`src/rtl/timer_pkg.sv`:
```
// Shared types and widths for the cascaded 32-bit countdown timer.
package timer_pkg;

    localparam int STAGE_W    = 8;
    localparam int NUM_STAGES = 4;
    localparam int COUNT_W    = STAGE_W * NUM_STAGES;

    typedef enum logic {
        IDLE = 1'b0,
        RUN  = 1'b1
    } timer_state_e;

endpackage

```
`src/rtl/down_counter_8bit.sv`:
```
// One 8-bit down-counter stage of the countdown timer; borrow_o enables the next stage.
module down_counter_8bit
    import timer_pkg::*;
(
    input  logic               clk_i,
    input  logic               rst_i,
    input  logic               load_i,
    input  logic [STAGE_W-1:0] load_val_i,
    input  logic               en_i,
    output logic [STAGE_W-1:0] count_o,
    output logic               borrow_o
);

    logic [STAGE_W-1:0] count_r;

    // Stage register: load beats decrement, and an enabled 0x00 wraps to 0xFF
    always_ff @(posedge clk_i) begin
        if (rst_i) begin
            count_r <= {STAGE_W{1'b0}};
        end else if (load_i) begin
            count_r <= load_val_i;
        end else if (en_i) begin
            count_r <= count_r - {{(STAGE_W-1){1'b0}}, 1'b1};
        end else begin
            count_r <= count_r;
        end
    end

    assign count_o  = count_r;
    assign borrow_o = en_i & (count_r == {STAGE_W{1'b0}});

endmodule

```
`src/rtl/countdown_timer_32bit.sv`:
```
// 32-bit countdown timer: IDLE/RUN control over a borrow-chained stack of 8-bit stages.
// Optional periodic reload is compiled in with `define TIMER_AUTORELOAD_EN.
module countdown_timer_32bit
    import timer_pkg::*;
#(
    parameter int NUM_STAGES = 4
) (
    input  logic                          clk_i,
    input  logic                          rst_i,
    input  logic                          load_i,
    input  logic [STAGE_W*NUM_STAGES-1:0] load_val_i,
    input  logic                          start_i,
    input  logic                          stop_i,
    input  logic                          tick_i,
    output logic [STAGE_W*NUM_STAGES-1:0] count_o,
    output logic                          busy_o,
    output logic                          expire_o
);

    localparam int CNT_W = STAGE_W * NUM_STAGES;
    localparam logic [CNT_W-1:0] COUNT_ZERO = {CNT_W{1'b0}};
    localparam logic [CNT_W-1:0] COUNT_ONE  = {{(CNT_W-1){1'b0}}, 1'b1};

    timer_state_e     state_r;
    timer_state_e     state_next_s;
    logic             expire_r;
    logic             expire_next_s;
    logic [CNT_W-1:0] count_s;
    logic             stage0_en_s;
    logic             expire_tick_s;
    logic             reload_hit_s;
    logic [CNT_W-1:0] reload_val_s;
    logic             ctr_load_s;
    logic [CNT_W-1:0] ctr_load_val_s;
    logic             underflow_s;

    assign stage0_en_s   = (state_r == RUN) & tick_i & ~load_i & ~stop_i;
    assign expire_tick_s = stage0_en_s & (count_s == COUNT_ONE);

`ifdef TIMER_AUTORELOAD_EN
    logic [CNT_W-1:0] reload_r;

    // Reload register follows every explicit load
    always_ff @(posedge clk_i) begin
        if (rst_i) begin
            reload_r <= COUNT_ZERO;
        end else if (load_i) begin
            reload_r <= load_val_i;
        end else begin
            reload_r <= reload_r;
        end
    end

    assign reload_hit_s = expire_tick_s & (reload_r != COUNT_ZERO);
    assign reload_val_s = reload_r;
`else
    assign reload_hit_s = 1'b0;
    assign reload_val_s = COUNT_ZERO;
`endif

    // Expiry reload reuses the stage load path; the stage load overrides its decrement
    assign ctr_load_s     = load_i | reload_hit_s;
    assign ctr_load_val_s = load_i ? load_val_i : reload_val_s;

    for (genvar k = 0; k < NUM_STAGES; k++) begin : g_stage
        logic               en_s;
        logic               borrow_s;
        logic [STAGE_W-1:0] cnt_s;

        if (k == 0) begin : g_first
            assign en_s = stage0_en_s;
        end else begin : g_next
            assign en_s = g_stage[k-1].borrow_s;
        end

        down_counter_8bit u_stage (
            .clk_i      (clk_i),
            .rst_i      (rst_i),
            .load_i     (ctr_load_s),
            .load_val_i (ctr_load_val_s[k*STAGE_W +: STAGE_W]),
            .en_i       (en_s),
            .count_o    (cnt_s),
            .borrow_o   (borrow_s)
        );

        assign count_s[k*STAGE_W +: STAGE_W] = cnt_s;
    end

    // A borrow out of the top stage means the count wrapped past zero; treat it as a fault and stop
    assign underflow_s = g_stage[NUM_STAGES-1].borrow_s;

    // Next-state and expiry decode, priority load > stop > start > tick
    always_comb begin
        state_next_s  = state_r;
        expire_next_s = 1'b0;
        if (load_i) begin
            if ((state_r == RUN) && (load_val_i == COUNT_ZERO)) begin
                state_next_s = IDLE;
            end else begin
                state_next_s = state_r;
            end
        end else if (stop_i) begin
            state_next_s = IDLE;
        end else if (state_r == IDLE) begin
            if (start_i && (count_s != COUNT_ZERO)) begin
                state_next_s = RUN;
            end else if (start_i) begin
                state_next_s  = IDLE;
                expire_next_s = 1'b1;
            end else begin
                state_next_s = IDLE;
            end
        end else if (expire_tick_s) begin
            expire_next_s = 1'b1;
            state_next_s  = reload_hit_s ? RUN : IDLE;
        end else if (underflow_s) begin
            state_next_s = IDLE;
        end else begin
            state_next_s = RUN;
        end
    end

    // State and expiry pulse registers
    always_ff @(posedge clk_i) begin
        if (rst_i) begin
            state_r  <= IDLE;
            expire_r <= 1'b0;
        end else begin
            state_r  <= state_next_s;
            expire_r <= expire_next_s;
        end
    end

    assign count_o  = count_s;
    assign busy_o   = (state_r == RUN);
    assign expire_o = expire_r;

endmodule

```
`config.mk`:
```
export PLATFORM = sky130hd
export DESIGN_NAME = countdown_timer_32bit
export DESIGN_NICKNAME = d
export VERILOG_FILES = /design/src/rtl/timer_pkg.sv /design/src/rtl/down_counter_8bit.sv /design/src/rtl/countdown_timer_32bit.sv
export SDC_FILE = /design/constraint.sdc
export NUM_CORES = 1
export LEC_CHECK = 0
export CAP_MARGIN = 20
export CORE_AREA = 10 10 84 86
export DETAILED_ROUTE_END_ITERATION = 12
export DIE_AREA = 0 0 94 96
export PLACE_DENSITY = 0.78
export SYNTH_ARGS = -nofsm -noshare
export SYNTH_HDL_FRONTEND = slang
export SYNTH_HIERARCHICAL = 1
export SYNTH_SLANG_ARGS = --single-unit
```
`constraint.sdc`:
```
create_clock -name clk_i -period 4.5 [get_ports clk_i]
set_input_delay 0.9 -clock clk_i [delete_from_list [all_inputs] [get_ports clk_i]]
set_output_delay 0.9 -clock clk_i [all_outputs]
set_load 0.05 [all_outputs]
```
==> results of run 1 <==
-- logic make-up after synthesis --
logic type	after synthesis	synth area share, %
AOI/OAI and AO/OA	69	20.1
xor gates and xnor gates	12	4.06
DFF	34	26.3
and+or+nand+nor	149	38.5
adders and majority gates	8	3.87
buffers and inverters	36	7.25
-- per-layer routing --
metal / wire length (um) / track usage [%]
met1: 3190 / 19.0
met2: 3580 / 27.6
met3: 438 / 4.36
met4: 62 / 4.18
met5: 0 / 0
-- final cells by class --
| cell class | instances | area, um^2 | share of cell area, % |
|---|---|---|---|
| Multi-Input combinational cell | 238 | 1720 | 50.5 |
| Timing Repair Buffer | 76 | 743 | 21.8 |
| Tap cell | 72 | 90.1 | 2.65 |
| Sequential cell | 34 | 681 | 20.0 |
| Inverter | 21 | 78.8 | 2.32 |
| Clock inverter | 1 | 5.00 | 0.147 |
| Clock buffer | 7 | 86.3 | 2.54 |
-- state kept, by name, indices dropped and copies added (netlist names) --
| signal | flops |
|---|---|
| busy_o | 1 |
| g_stage.u_stage/count_o | 32 |
| expire_o | 1 |
-- worst max-delay path by stage --
| stage | start | to | slack [ns] | cells after the start |
|---|---|---|---|---|
| floorplan | load_i | busy_o | 0.75 | 18 |
| global placement | tick_i | busy_o | 0.65 | 15 |
| detailed placement | tick_i | busy_o | 0.60 | 15 |
| CTS | tick_i | busy_o | 0.90 | 15 |
| global route | tick_i | busy_o | 0.54 | 15 |
| finish | tick_i | busy_o | 0.88 | 15 |
-- through the flow --
stage | std cells | util, % | hold WS [ns]
6_report | 449 | 63.0 | 0.647
5_1_grt | 449 | 63.0 | 0.673
4_1_cts | 449 | 63.0 | 0.650
3_5_place_dp | 441 | 61.3 | 0.637
3_3_place_gp | 441 | 61.3 | 0.622
2_1_floorplan | 308 | - | 0.835
-- worst reg2reg max path, cell delays in order (launching register included) --
cell and delay [ns]:
dfxtp_1 0.43, inv_1 0.14, ha_1 0.15, nor4bb_1 0.25
and2_1 0.18, nor4bb_1 0.19, and2_1 0.18, nor4bb_1 0.20
and2_1 0.35, nor4bb_1 0.23, and2_1 0.19, nor4_2 0.05
a21oi_1 0.12, nand2_1 0.07, a31o_1 0.20
-- cell usage after synthesis (all sizes together) --
cell type,count
a2111oi,4
a211oi,12
a21bo,4
a21boi,4
a21o,4
a21oi,21
a221oi,4
a31o,1
and2,36
and3,1
and3b,4
and4,4
and4bb,4
buf,10
clkbuf,5
dfxtp,34
ha,8
inv,21
nand2,27
nand2b,1
nand3,1
nand4,4
nand4bb,4
nor2,14
nor3,12
nor3b,4
nor4,20
nor4b,4
nor4bb,4
o211ai,4
o21ai,7
o221ai,4
or3,1
or4b,4
xnor2,8
xor2,4
-- power breakdown --
group / leakage, nW / internal (mW) / total [mW] / switching (mW)
registers: 0.279 / 0.316 / 0.344 / 0.0280
clock network: 0.0482 / 0.124 / 0.239 / 0.115
logic: 0.854 / 0.0998 / 0.227 / 0.127
==> impl_metrics.env, run 1 <==
export IMPL_path_cells="clkdlybuf4s50_1 > nand2_1 > nor3_1 > nor4bb_1 > and2_1 > nor4bb_1 > and2_1 > nor4bb_1 > and2_1 > nor4bb_1 > and2_1 > nor4_2 > a21oi_1 > nand2_1 > a31o_1"
export IMPL_clockBufferDepth=2
export IMPL_rows=27
export IMPL_hold_buffers=0
export IMPL_io_pins=72
export IMPL_area_delta_synth_final_pct=31.5
export IMPL_cts_sinks=34
export IMPL_setup_slack_ns=0.876
export IMPL_grt_max_degree=84
export IMPL_fmax_mhz=276
export IMPL_layout_nets=422
export IMPL_status="finished, final reports clean"
export IMPL_cp_num_buf_inv=1
export IMPL_fin_area_mm2=0.00340
export IMPL_post_route_period_util_pct=80.5
export IMPL_drt_total_wl_um=7270
export IMPL_p_total_mw=0.810
export IMPL_ctsHtreeMaxLevel=2
export IMPL_synth_largest_area_cell="dfxtp_1"
export IMPL_drv_slew=0
export IMPL_min_period_ns=3.62
export IMPL_grt_pass1_vias=2477
export IMPL_initial_utilization_pct=47.9
export IMPL_setup_viol=0
export IMPL_die_area_mm2=0.00902
export IMPL_cts_resized_gates=0
export IMPL_r2r_start="g_stage[0].u_stage/count_o[0]"
export IMPL_cts_buffers=5
export IMPL_wl_per_cell_um=16.2
export IMPL_synth_top_area_share_pct=26.3
export IMPL_crit_slowest_cell="clkdlybuf4s50_1"
export IMPL_final_common_cell="clkdlybuf4s50_1"
export IMPL_grt_pass1_wl_um=11800
export IMPL_place_congestion=0.802
export IMPL_drt_pass1_iter_count=4
export IMPL_cp_slowest_stage_delay_ns=0.50
export IMPL_final_cell_mix="clkdlybuf4s50_1, and2_1, dfxtp_1"
export IMPL_die_h_um=96
export IMPL_yosys_warnings=6
export IMPL_placed_area_mm2=0.00331
export IMPL_synth_cell_type_count=43
export IMPL_core_area_mm2=0.00541
export IMPL_drive_above_1_share_pct=9.55
export IMPL_rsz0062_at_grt="no"
export IMPL_finalHoldViolCount=0
export IMPL_cp_end_kind="flop"
export IMPL_synth_nets=354
export IMPL_first_iter_violations=116
export IMPL_skew_ns=0.00842
export IMPL_r2r_cells=14
export IMPL_hold_class="reg -> reg"
export IMPL_synth_seq_cells=34
export IMPL_antennaDiodeCount=0
export IMPL_clk_latency_ns=0.29
export IMPL_yosysSeqAreaShare_pct=26.3
export IMPL_worst_pin_slew_ns=0.716
export IMPL_die_x_um=94
export IMPL_drc=0
export IMPL_post_cts_buffers=0
export IMPL_worstPathRequired_ns=4.68
export IMPL_cp_top_family="simple AND/OR/NAND/NOR gates"
export IMPL_fillCellCount=484
export IMPL_viasPerCell=5.67
export IMPL_r2r_end="busy_o"
export IMPL_cts_tree="yes"
export IMPL_hold_path_depth=2
export IMPL_p_per_area_mw_per_mm2=238
export IMPL_grt_overflow_total=0
export IMPL_grt_usage_pct=15.9
export IMPL_antenna_found_initial=0
export IMPL_arrival_ns=3.81
export IMPL_dr_total_vias=2547
export IMPL_synthCells=308
export IMPL_maxCapViolCount=0
export IMPL_synth_area_per_cell_um2=8.40
export IMPL_postRouteAntennaNets=0
export IMPL_max_slew_margin_pct=52.3
export IMPL_ir_drop_mv=0.151
export IMPL_min_to="g_stage[3].u_stage/count_o[4]"
export IMPL_r2r_slack_ns=1.48
export IMPL_path_max_fanout=11
export IMPL_clk_pin_slew_worst_paths_ns=0.07
export IMPL_tns_ns=0
export IMPL_numPortBuffers=71
export IMPL_hpwl_um=5400
export IMPL_critical_path_class="in -> reg"
export IMPL_worstHoldStart="g_stage[3].u_stage/count_o[4]"
export IMPL_power_leakage_nw=1.18
export IMPL_synth_area_leaders="dfxtp_1, and2_1, nor4_1, a21oi_1, nand2_1"
export IMPL_cts_root_buf="clkbuf_8"
export IMPL_place_ws_ns=0.598
export IMPL_netlist_area_mm2=0.00259
export IMPL_crit_path_start_kind="input port"
No activity file was read; power rests on OpenSTA's default activity.
==> run 2, diff against run 1 <==
--- a/config.mk
+++ b/config.mk
@@ -6,10 +6,10 @@
 export NUM_CORES = 1
 export LEC_CHECK = 0
 export CAP_MARGIN = 20
-export CORE_AREA = 10 10 84 86
+export CORE_AREA = 10 10 88 90
 export DETAILED_ROUTE_END_ITERATION = 12
-export DIE_AREA = 0 0 94 96
-export PLACE_DENSITY = 0.78
+export DIE_AREA = 0 0 98 100
+export PLACE_DENSITY = 0.74
 export SYNTH_ARGS = -nofsm -noshare
 export SYNTH_HDL_FRONTEND = slang
 export SYNTH_HIERARCHICAL = 1
==> constraint.sdc (replaced) <==
create_clock -name clk_i -period 2.9 [get_ports clk_i]
set_input_delay 0.58 -clock clk_i [delete_from_list [all_inputs] [get_ports clk_i]]
set_output_delay 0.58 -clock clk_i [all_outputs]
set_load 0.05 [all_outputs]
==> impl_metrics.env, run 2 (synthesis results as in run 1) <==
export IMPL_placed_area_mm2=0.00339
export IMPL_clockBufferDepth=2
export IMPL_place_congestion=0.836
export IMPL_cts_sinks=34
export IMPL_largest_reg_flops=32
export IMPL_ctsHtreeMaxLevel=2
export IMPL_numPortBuffers=71
export IMPL_cp_end_kind="flop"
export IMPL_arrival_ns=2.90
export IMPL_drt_total_wl_um=7560
export IMPL_postRouteAntennaNets=0
export IMPL_path_max_fanout=2
export IMPL_viasPerCell=5.46
export IMPL_fin_area_mm2=0.00354
export IMPL_rows=29
export IMPL_grt_pass1_wl_um=12700
export IMPL_layout_nets=432
export IMPL_p_per_area_mw_per_mm2=361
export IMPL_maxCapViolCount=0
export IMPL_skew_ns=0.00755
export IMPL_startpoint="stop_i"
export IMPL_setup_viol=0
export IMPL_wl_per_cell_um=16.3
export IMPL_worstPathRequired_ns=3.09
export IMPL_drc=0
export IMPL_r2r_start="busy_o"
export IMPL_cts_buffers=5
export IMPL_hold_class="reg -> reg"
export IMPL_seqCellArea_um2=684
export IMPL_cts_tree="yes"
export IMPL_ir_drop_mv=0.151
export IMPL_finalHoldViolCount=0
export IMPL_drive_above_1_share_pct=14.5
export IMPL_grt_usage_pct=15.0
export IMPL_power_leakage_nw=1.25
export IMPL_cp_top_family="simple AND/OR/NAND/NOR gates"
export IMPL_area_delta_synth_final_pct=36.6
export IMPL_hpwl_um=5800
export IMPL_post_route_period_util_pct=93.5
export IMPL_fillCellCount=579
export IMPL_antennaDiodeCount=0
export IMPL_cts_root_buf="clkbuf_8"
export IMPL_critical_path_class="in -> reg"
export IMPL_grt_max_degree=84
export IMPL_io_pins=72
export IMPL_clk_latency_ns=0.29
export IMPL_final_common_cell="clkdlybuf4s50_1"
export IMPL_grt_pass1_vias=2546
export IMPL_first_iter_violations=107
export IMPL_die_area_mm2=0.00980
export IMPL_final_cell_mix="clkdlybuf4s50_1, and2_1, dfxtp_1"
export IMPL_multiInputGateArea_mm2=0.00177
export IMPL_place_ws_ns=-0.388
export IMPL_status="finished, final reports clean"
export IMPL_die_h_um=100
export IMPL_path_cells="dlygate4sd2_1 > nor3_4 > nor4bb_4 > and2_4 > nor4bb_4 > and2_4 > nor4bb_1 > and2_1 > nor4bb_1 > and2_1 > nor4_2 > a21oi_1 > nand2_1 > a31o_1"
export IMPL_initial_utilization_pct=42.2
export IMPL_die_x_um=98
export IMPL_crit_slowest_cell="dlygate4sd2_1"
export IMPL_grt_overflow_total=0
export IMPL_hold_buffers=0
export IMPL_crit_path_start_kind="input port"
export IMPL_dr_total_vias=2533
export IMPL_fmax_mhz=369
export IMPL_max_slew_margin_pct=55.1
export IMPL_min_period_ns=2.71
export IMPL_setup_slack_ns=0.189
export IMPL_clk_pin_slew_worst_paths_ns=0.07
export IMPL_worstHoldStart="g_stage[0].u_stage/count_o[5]"
export IMPL_cp_slowest_stage_delay_ns=0.27
export IMPL_drt_pass1_iter_count=4
export IMPL_r2r_slack_ns=0.21
export IMPL_antenna_found_initial=0
export IMPL_drv_slew=0
export IMPL_cp_num_buf_inv=1
export IMPL_worst_pin_slew_ns=0.673
export IMPL_core_area_mm2=0.00613
## run 2: cell count changes in the layout (fill, tap and decap cells not counted), sizes merged
cell | previous run | this run
buf | 6 | 16
clkbuf | 7 | 8
clkdlybuf4s50 | 70 | 68
dlygate4sd2 | 0 | 1
## run 2: through the flow
step	setup TNS, ns	hold slack (ns)	util [%]	total power [mW]	instances
after global routing	-0.0187	0.670	57.7	1.34	464
after floorplan	-0.756	0.722	-	0.762	308
after detailed placement	-2.33	0.632	55.4	0.908	454
after global placement	-1.62	0.622	55.4	0.903	454
final	0	0.645	57.7	1.28	464
after CTS	0	0.643	56.8	1.28	462
## run 2: per-layer routing
metal  vias to the layer above  part of all wire [%]  GRT usage, %
met5                         -                     0             0
met4                         0                  0.98          3.69
met3                         7                   5.5          3.23
met2                        72                    47          24.4
met1                      1162                    46          19.6
li1                       1292                     -             -
## run 2: power by group
part	total, mW	leakage (nW)	internal, mW	switching [mW]
sequential	0.533	0.281	0.491	0.0418
combinational	0.367	0.921	0.162	0.205
clock	0.377	0.0482	0.192	0.185
## run 2: timing repair
action                                  4_1_cts  5_1_grt
endpoints found under the setup margin        4        6
pin swaps                                     0        2
gates resized for setup                       3        9
setup buffers                                 0        2
## run 2: final cells by class
cell class                      instances  share of cell area, %
Multi-Input combinational cell        238                   50.0
Clock buffer                            7                   2.44
Tap cell                               77                   2.72
Timing Repair Buffer                   86                   23.1
Clock inverter                          1                  0.142
Inverter                               21                   2.23
Sequential cell                        34                   19.4
## run 2: tightest hold or removal path: stages, from the launching register on
cell      delay (ns)
dfxtp_1         0.35
a21bo_2         0.19
a221oi_1        0.05
## run 2: final timing paths
path,cells after the start,endpoint
setup / recovery,14,busy_o
hold / removal,2,g_stage[0].u_stage/count_o[5]
setup reg to reg,14,busy_o
hold reg to reg,2,g_stage[0].u_stage/count_o[5]
==> run 3, diff against run 2 <==
--- a/config.mk
+++ b/config.mk
@@ -6,10 +6,13 @@
 export NUM_CORES = 1
 export LEC_CHECK = 0
 export CAP_MARGIN = 20
-export CORE_AREA = 10 10 88 90
+export CELL_PAD_IN_SITES_DETAIL_PLACEMENT = 0
+export CELL_PAD_IN_SITES_GLOBAL_PLACEMENT = 1
+export CORE_AREA = 10 10 94 96
+export CTS_CLUSTER_DIAMETER = 80
 export DETAILED_ROUTE_END_ITERATION = 12
-export DIE_AREA = 0 0 98 100
-export PLACE_DENSITY = 0.74
+export DIE_AREA = 0 0 104 106
+export PLACE_DENSITY = 0.82
 export SYNTH_ARGS = -nofsm -noshare
 export SYNTH_HDL_FRONTEND = slang
 export SYNTH_HIERARCHICAL = 1
==> constraint.sdc (replaced) <==
create_clock -name clk_i -period 3.4 [get_ports clk_i]
set_input_delay 0.68 -clock clk_i [delete_from_list [all_inputs] [get_ports clk_i]]
set_output_delay 0.68 -clock clk_i [all_outputs]
set_load 0.05 [all_outputs]
==> impl_metrics.env, run 3 (synthesis results as in run 1) <==
export IMPL_fin_cells=482
export IMPL_worstPathRequired_ns=3.58
export IMPL_worstHoldStart="g_stage[2].u_stage/count_o[4]"
export IMPL_drive_above_1_share_pct=13.1
export IMPL_dr_total_vias=2539
export IMPL_hold_slack_ns=0.647
export IMPL_wl_per_cell_um=16.0
export IMPL_max_slew_margin_pct=51.9
export IMPL_pwr_share_seq_pct=41.6
export IMPL_cts_sinks=34
export IMPL_grt_usage_pct=13.5
export IMPL_drc=0
export IMPL_finalHoldViolCount=0
export IMPL_skew_ns=0.0100
export IMPL_clk_latency_ns=0.29
export IMPL_r2r_slack_ns=0.57
export IMPL_cp_end_kind="flop"
export IMPL_p_total_mw=1.09
export IMPL_cts_buffers=5
export IMPL_status="finished, final reports clean"
export IMPL_grt_max_degree=84
export IMPL_drt_total_wl_um=7730
export IMPL_drt_pass1_iter_count=4
export IMPL_fmax_mhz=319
export IMPL_final_cell_mix="clkdlybuf4s50_1, and2_1, dfxtp_1"
export IMPL_die_h_um=106
export IMPL_viasPerCell=5.27
export IMPL_hpwl_um=6030
export IMPL_fillCellCount=726
export IMPL_seqCellArea_um2=682
export IMPL_r2r_start="g_stage[0].u_stage/count_o[3]"
export IMPL_ctsHtreeMaxLevel=2
export IMPL_power_leakage_nw=1.22
export IMPL_switching_share_pct=34.2
export IMPL_area_delta_synth_final_pct=36.6
export IMPL_grt_pass1_wl_um=12700
export IMPL_path_max_fanout=2
export IMPL_maxCapViolCount=0
export IMPL_rows=31
export IMPL_io_pins=72
export IMPL_post_cts_buffers=0
export IMPL_r2r_cells=12
export IMPL_drv_slew=0
export IMPL_post_route_period_util_pct=92.2
export IMPL_grt_overflow_total=0
export IMPL_hold_buffers=0
export IMPL_final_common_cell="clkdlybuf4s50_1"
export IMPL_critical_path_class="in -> reg"
export IMPL_min_to="g_stage[2].u_stage/count_o[4]"
export IMPL_ir_drop_mv=0.148
export IMPL_intPower_mw=0.719
export IMPL_clockBufferDepth=2
export IMPL_setup_viol=0
export IMPL_cts_tree="yes"
export IMPL_clk_pin_slew_worst_paths_ns=0.08
export IMPL_place_congestion=0.822
export IMPL_crit_path_start_kind="input port"
export IMPL_core_area_mm2=0.00706
export IMPL_p_switching_mw=0.374
export IMPL_min_period_ns=3.13
export IMPL_hold_path_depth=2
export IMPL_tns_ns=0
export IMPL_layout_nets=428
export IMPL_cts_resized_gates=0
export IMPL_pwr_share_clk_pct=29.7
export IMPL_comb_power_share_pct=28.7
export IMPL_antenna_found_initial=0
export IMPL_p_per_area_mw_per_mm2=309
export IMPL_antennaDiodeCount=0
export IMPL_dp_cells=474
export IMPL_grt_pass1_vias=2506
export IMPL_die_area_mm2=0.0110
export IMPL_worst_pin_slew_ns=0.722
export IMPL_arrival_ns=3.31
export IMPL_rsz0062_at_grt="no"
export IMPL_die_x_um=104
export IMPL_initial_utilization_pct=36.7
export IMPL_cts_root_buf="clkbuf_8"
export IMPL_postRouteAntennaNets=0
export IMPL_hold_class="reg -> reg"
export IMPL_first_iter_violations=144
export IMPL_numPortBuffers=71
export IMPL_r2r_end="busy_o"
export IMPL_multiInputGateArea_mm2=0.00177
export IMPL_largest_reg_flops=32
run 3: cell count changes in the layout (fill, tap and decap cells not counted), sizes merged:
cell,delta
clkdlybuf4s50,+2
dlygate4sd2,-1
clkbuf,-2
clkinvlp,+1
buf,-4
run 3: worst max path at each step:
stage,from,endpoint,slack [ns],cells past startpoint
finish,stop_i,busy_o,0.27,14
global route,stop_i,g_stage[3].u_stage/count_o[5],0.008,12
CTS,stop_i,g_stage[3].u_stage/count_o[5],0.21,12
detailed placement,stop_i,g_stage[3].u_stage/count_o[5],-0.07,12
global placement,tick_i,busy_o,0.05,15
floorplan,load_i,busy_o,0.009,18
run 3: power groups by stage:
stage | Sequential (mW) | Combinational, mW | Clock, mW
after CTS | 0.454 | 0.312 | 0.334
after global routing | 0.459 | 0.336 | 0.347
after floorplan | 0.524 | 0.124 | 0
after detailed placement | 0.463 | 0.311 | 0
final | 0.455 | 0.314 | 0.324
after global placement | 0.463 | 0.309 | 0
run 3: metal layers:
layer	up-vias	part of all wire [%]	routed length (um)	track usage [%]
met4	0	1.6	122	4.37
met3	8	5.5	428	3.50
met2	63	48	3730	22.6
li1	1280	-	-	-
met1	1188	45	3450	16.6
met5	-	0	0	0
run 3: area by class of cell:
type | instances | area share [%]
multi-input combinational | 238 | 50.0
inverter | 21 | 2.23
sequential | 34 | 19.3
tap | 99 | 3.50
clock buffer | 6 | 2.34
clock inverter | 2 | 0.354
timing repair buffer | 82 | 22.3
run 3: metrics by stage:
stage               util [%]  worst slack (ns)  area, um^2
finish                  50.1             0.265        3540
global route            50.1           0.00785        3540
CTS                     49.6             0.208        3500
detailed placement      48.2           -0.0717        3400
global placement        48.2            0.0511        3400
floorplan                  -           0.00853        2630
run 3: worst max-delay path: stages:
cell and delay, ns:
clkdlybuf4s50_1 0.48, nor3_4 0.22, nor4bb_4 0.21, and2_4 0.18
nor4bb_2 0.18, and2_1 0.18, nor4bb_1 0.18, and2_1 0.19
nor4bb_2 0.19, and2_1 0.18, nor4_2 0.04, a21oi_1 0.12
nand2_1 0.06, a31o_1 0.20
